<file path="src/rtl/module_data_arbiter.sv">
// -----------------------------------------------------------------------------
// module_data_arbiter
//
// Round-robin arbiter that merges NMODULES frontend word streams into a single
// registered output stream (e.g. towards an ethernet fifo). A requester keeps
// its grant for up to BURST beats. It gives the grant up earlier when it stops
// offering data while the output slot is free, or when its enable bit drops.
//
// Ports:
//   clk        - system clock; all logic runs on its rising edge
//   rst_n      - asynchronous active-low reset
//   in_valid   - per-module word available
//   in_ready   - per-module word accepted (only the granted bit can be set)
//   in_data    - packed words; module i occupies [i*LENGTH +: LENGTH]
//   en_mask    - per-module grant enable
//   out_valid  - registered output word valid
//   out_ready  - downstream accepts the output word
//   out_data   - registered output word
//   out_src    - index of the module that sourced out_data
// -----------------------------------------------------------------------------
module module_data_arbiter #(
    parameter int NMODULES = 4,
    parameter int LENGTH   = 128,
    parameter int BURST    = 8,
    localparam int IDXW    = (NMODULES > 1) ? $clog2(NMODULES) : 1
) (
    input  logic                         clk,
    input  logic                         rst_n,
    input  logic [NMODULES-1:0]          in_valid,
    output logic [NMODULES-1:0]          in_ready,
    input  logic [NMODULES*LENGTH-1:0]   in_data,
    input  logic [NMODULES-1:0]          en_mask,
    output logic                         out_valid,
    input  logic                         out_ready,
    output logic [LENGTH-1:0]            out_data,
    output logic [IDXW-1:0]              out_src
);

    typedef enum logic {
        ST_IDLE  = 1'b0,
        ST_GRANT = 1'b1
    } state_t;

    localparam logic [7:0] BURST_LAST = 8'(BURST - 1);

    state_t              state_reg;
    logic [IDXW-1:0]     g_reg;
    logic [IDXW-1:0]     p_reg;
    logic [7:0]          beat_reg;
    logic                out_valid_reg;
    logic [LENGTH-1:0]   out_data_reg;
    logic [IDXW-1:0]     out_src_reg;

    logic [NMODULES-1:0] req;
    logic [LENGTH-1:0]   word [NMODULES];

    logic                slot_free;
    logic                accept_ok;
    logic                hs;
    logic                rel_grant;

    logic                sel_found;
    logic [IDXW-1:0]     sel_idx;
    int                  cand;
    logic [IDXW-1:0]     cand_idx;

    // The output register can take a word when it is empty or being drained.
    assign slot_free = ~out_valid_reg | out_ready;
    assign accept_ok = (state_reg == ST_GRANT) & en_mask[g_reg] & slot_free;
    assign hs        = accept_ok & in_valid[g_reg];

    // A stalled output with data still pending is not treated as idling, so
    // the "valid dropped" release only applies while the slot is free.
    assign rel_grant = (hs & (beat_reg == BURST_LAST))
                     | (~in_valid[g_reg] & slot_free)
                     | ~en_mask[g_reg];

    generate
        for (genvar gi = 0; gi < NMODULES; gi++) begin : g_lane
            assign req[gi]      = in_valid[gi] & en_mask[gi];
            assign word[gi]     = in_data[gi*LENGTH +: LENGTH];
            assign in_ready[gi] = accept_ok & (g_reg == IDXW'(gi));
        end
    endgenerate

    // Round-robin search starting just after the last-served module.
    always_comb begin
        sel_found = 1'b0;
        sel_idx   = '0;
        cand      = 0;
        cand_idx  = '0;
        for (int k = 1; k <= NMODULES; k++) begin
            cand     = (int'(p_reg) + k) % NMODULES;
            cand_idx = IDXW'(cand);
            if (!sel_found && req[cand_idx]) begin
                sel_found = 1'b1;
                sel_idx   = cand_idx;
            end
        end
    end

    always_ff @(posedge clk or negedge rst_n) begin
        if (!rst_n) begin
            state_reg     <= ST_IDLE;
            p_reg         <= IDXW'(NMODULES - 1);
            g_reg         <= '0;
            beat_reg      <= 8'd0;
            out_valid_reg <= 1'b0;
            out_data_reg  <= '0;
            out_src_reg   <= '0;
        end else begin
            case (state_reg)
                ST_IDLE: begin
                    if (sel_found) begin
                        g_reg     <= sel_idx;
                        beat_reg  <= 8'd0;
                        state_reg <= ST_GRANT;
                    end
                end
                ST_GRANT: begin
                    if (hs) begin
                        beat_reg <= beat_reg + 8'd1;
                    end
                    if (rel_grant) begin
                        state_reg <= ST_IDLE;
                        p_reg     <= g_reg;
                    end
                end
                default: state_reg <= ST_IDLE;
            endcase

            // Loading and draining in the same cycle keeps out_valid high,
            // so a continuous stream has no bubbles.
            if (hs) begin
                out_data_reg  <= word[g_reg];
                out_src_reg   <= g_reg;
                out_valid_reg <= 1'b1;
            end else if (out_ready) begin
                out_valid_reg <= 1'b0;
            end
        end
    end

    assign out_valid = out_valid_reg;
    assign out_data  = out_data_reg;
    assign out_src   = out_src_reg;

endmodule

</file>
<file path="config.mk">
export PLATFORM = sky130hd
export DESIGN_NAME = module_data_arbiter
export DESIGN_NICKNAME = d
export VERILOG_FILES = /design/src/rtl/module_data_arbiter.sv
export SDC_FILE = /design/constraint.sdc
export NUM_CORES = 1
export LEC_CHECK = 0
export CORE_AREA = 2 2 254 256
export CTS_CLUSTER_DIAMETER = 200
export DETAILED_ROUTE_END_ITERATION = 10
export DIE_AREA = 0 0 256 258
export PLACE_DENSITY = 0.4
export SYNTH_ARGS = -nofsm -noshare
export SYNTH_HDL_FRONTEND = slang
export SYNTH_SLANG_ARGS = --single-unit
</file>
<file path="constraint.sdc">
create_clock -name clk -period 2.6 [get_ports clk]
set_input_delay 0.65 -clock clk [delete_from_list [all_inputs] [get_ports clk]]
set_output_delay 0.65 -clock clk [all_outputs]
set_load 0.03 [all_outputs]
</file>
==> flow_summary.json <==
{
  "dp_cells": 2038,
  "grt_overflow_total": 0,
  "cts_tree": "yes",
  "clock_latency_ns": 0.46,
  "dp.final_hpwl_um": 34490,
  "design_power_total_mw": 17.59,
  "rows": 93,
  "layout.cells.most_common": "clkdlybuf4s50_1",
  "core_area_mm2": 0.06365,
  "crit_path_max_fanout": 3,
  "drt-pass1-iter-count": 4,
  "maxClockFrequency_mhz": 398.8,
  "layout_common_cells": "clkdlybuf4s50_1, dfrtp_1, mux4_2, mux2_1, buf_4",
  "largest_register_ffs": 128,
  "design_area_mm2": 0.01735,
  "wire_per_inst_um": 20.09,
  "dieWidth_um": 256,
  "synth_ff_type": "dfrtp_1",
  "ys_seq_elements": 144,
  "netlist_instances": 517,
  "grt_pass1_vias": 8708,
  "synth.cell_area_mm2": 0.008743,
  "placed_cell_area_mm2": 0.01670,
  "ys_seq_area_frac": 0.4124,
  "cts_hold_buf": 0,
  "setup_violations": 0,
  "worst_pin_slew_ns": 0.6137,
  "status": "completed",
  "viasPerCell": 3.821,
  "first_iter_violations": 273,
  "clockBufferDepth": 2,
  "worstSetupStartpointType": "input pin",
  "die-area_mm2": 0.06605,
  "synth_area_leader_cell": "dfrtp_1",
  "critPathArrivalTime_ns": 1.86,
  "worst_slack_ns": 0.09268,
  "gp_congestion": 0.8385,
  "cap_violations": 0,
  "area_delta_synth_final_pct": 98.45,
  "wl_um": 41690,
  "worst_slew_margin_rel": 0.5909,
  "numPortBuffers": 657,
  "fp.dieH_um": 258,
  "instances_no_fill": 2075,
  "cts_buffers": 17,
  "dr_total_vias": 7929,
  "start_util": 0.1374,
  "yosysWarningCount": 0,
  "grt_pass1_wl_um": 59740,
  "grt_max_degree": 71,
  "clk_pin_slew_ns": 0.07,
  "async_flop_share": 1.000,
  "drive_above_1_share": 0.1939,
  "synth_edf_count": 0,
  "slew_violations": 0,
  "clkSinkCount": 144,
  "end_kind": "primary output",
  "grt_setup_unrepaired": "false",
  "skew_ns": 0.01544,
  "antenna_found_initial": 4,
  "htree_levels": 4,
  "pre_cts_ws_ns": -0.2666,
  "min_path_type": "in -> async",
  "min_period_ns": 2.507,
  "synthDistinctLibCells": 41,
  "ant_nets": 0,
  "post-route-util": 0.2726,
  "ios": 658,
  "cts_root_buffer": "clkbuf_16",
  "peakVddDrop_mv": 0.4514,
  "hold_violations": 0,
  "synth_area_per_cell_um2": 16.91,
  "synth_top_area_frac": 0.4064,
  "final_net_count": 1728,
  "synth.area.top_cells": "dfrtp_1, mux4_2, mux2_1",
  "worstSetupPathType": "in -> out",
  "grt.total_usage": 0.1242,
  "power_density_mw_per_mm2": 1014,
  "synth_nets": 1041,
  "drc": 0,
  "fin_crit_sh": 0.9644,
  "cp.required_ns": 1.95,
  "leakagePower_nw": 6.449,
  "hold_ws_ns": 0.1600,
  "setup-tns-final_ns": 0
}
## critical path: stages
cell and delay, ns:
clkdlybuf4s50_1 0.54, buf_4 0.16, nand2_1 0.09, nor3_2 0.15, buf_4 0.15, buf_12 0.11
## cell type report
class                      instances  area, µm²
antenna                            3      7.507
clock buffer                      24      481.7
clock inverter                     8      103.9
fill                            6612      46300
inverter                           4      15.01
multi-input combinational        322       4846
sequential                       144       3613
tap                              855       1070
timing repair buffer             715       7214
## what timing repair did
action                                  in CTS  in global routing
cloned                                       0                  1
endpoints found under the setup margin       4                  3
buffers inserted                             1                  0
resized for setup                            3                  5
## Yosys cell counts, types with 2 or more instances
master	count
o41ai_2	2
o21ai_0	4
mux2_2	5
a21o_1	2
and3_1	3
a22oi_1	2
buf_6	13
o211ai_1	3
nand2_1	9
mux2_1	127
nand4_1	2
mux4_2	130
o311ai_1	2
nand3_1	6
clkbuf_1	15
dfstp_2	2
buf_4	3
o31ai_1	5
nor2_1	2
inv_1	4
buf_2	15
dfrtp_1	142
## layer usage
| metal | GRT usage | wire (µm) | up-vias |
|---|---|---|---|
| met5 | 0 | 17 | - |
| met4 | 0.04467 | 845 | 2 |
| met3 | 0.04868 | 3472 | 32 |
| met2 | 0.2153 | 21520 | 439 |
| met1 | 0.1379 | 15840 | 3936 |
| li1 | - | - | 3520 |
## report_power, final
part,total [mW],internal (mW),switching (mW)
registers,4.01,3.38,0.623
clock network,2.50,1.49,1.01
logic,11.1,5.56,5.52
## kinds of logic (layout without fill, tap and decap cells)
group,Yosys count,after routing,synth area share
DFF,144,144,0.4124
adders and majority gates,1,1,0.001431
muxes,262,262,0.5049
buffers and inverters,51,751,0.03649
other,0,3,0
and+or+nand+nor,32,32,0.02018
AOI/OAI and AO/OA,27,27,0.02461
## worst paths after layout
| check | from | end | slack (ns) | cells after the start |
|---|---|---|---|---|
| worst min-delay path | rst_n | out_data[29] | 0.16 | 1 |
| worst max register to register | g_reg[1] | out_data[99] | 0.32 | 5 |
| worst max-delay path | en_mask[1] | in_ready[1] | 0.09 | 6 |
| min in group clk | out_data[126] | out_data[126] | 0.49 | 1 |
| worst min register to register | out_data[126] | out_data[126] | 0.49 | 1 |
| max in group asynchronous | rst_n | p_reg[0] | 1.79 | 2 |
No activity file was read; power rests on OpenSTA's default activity.
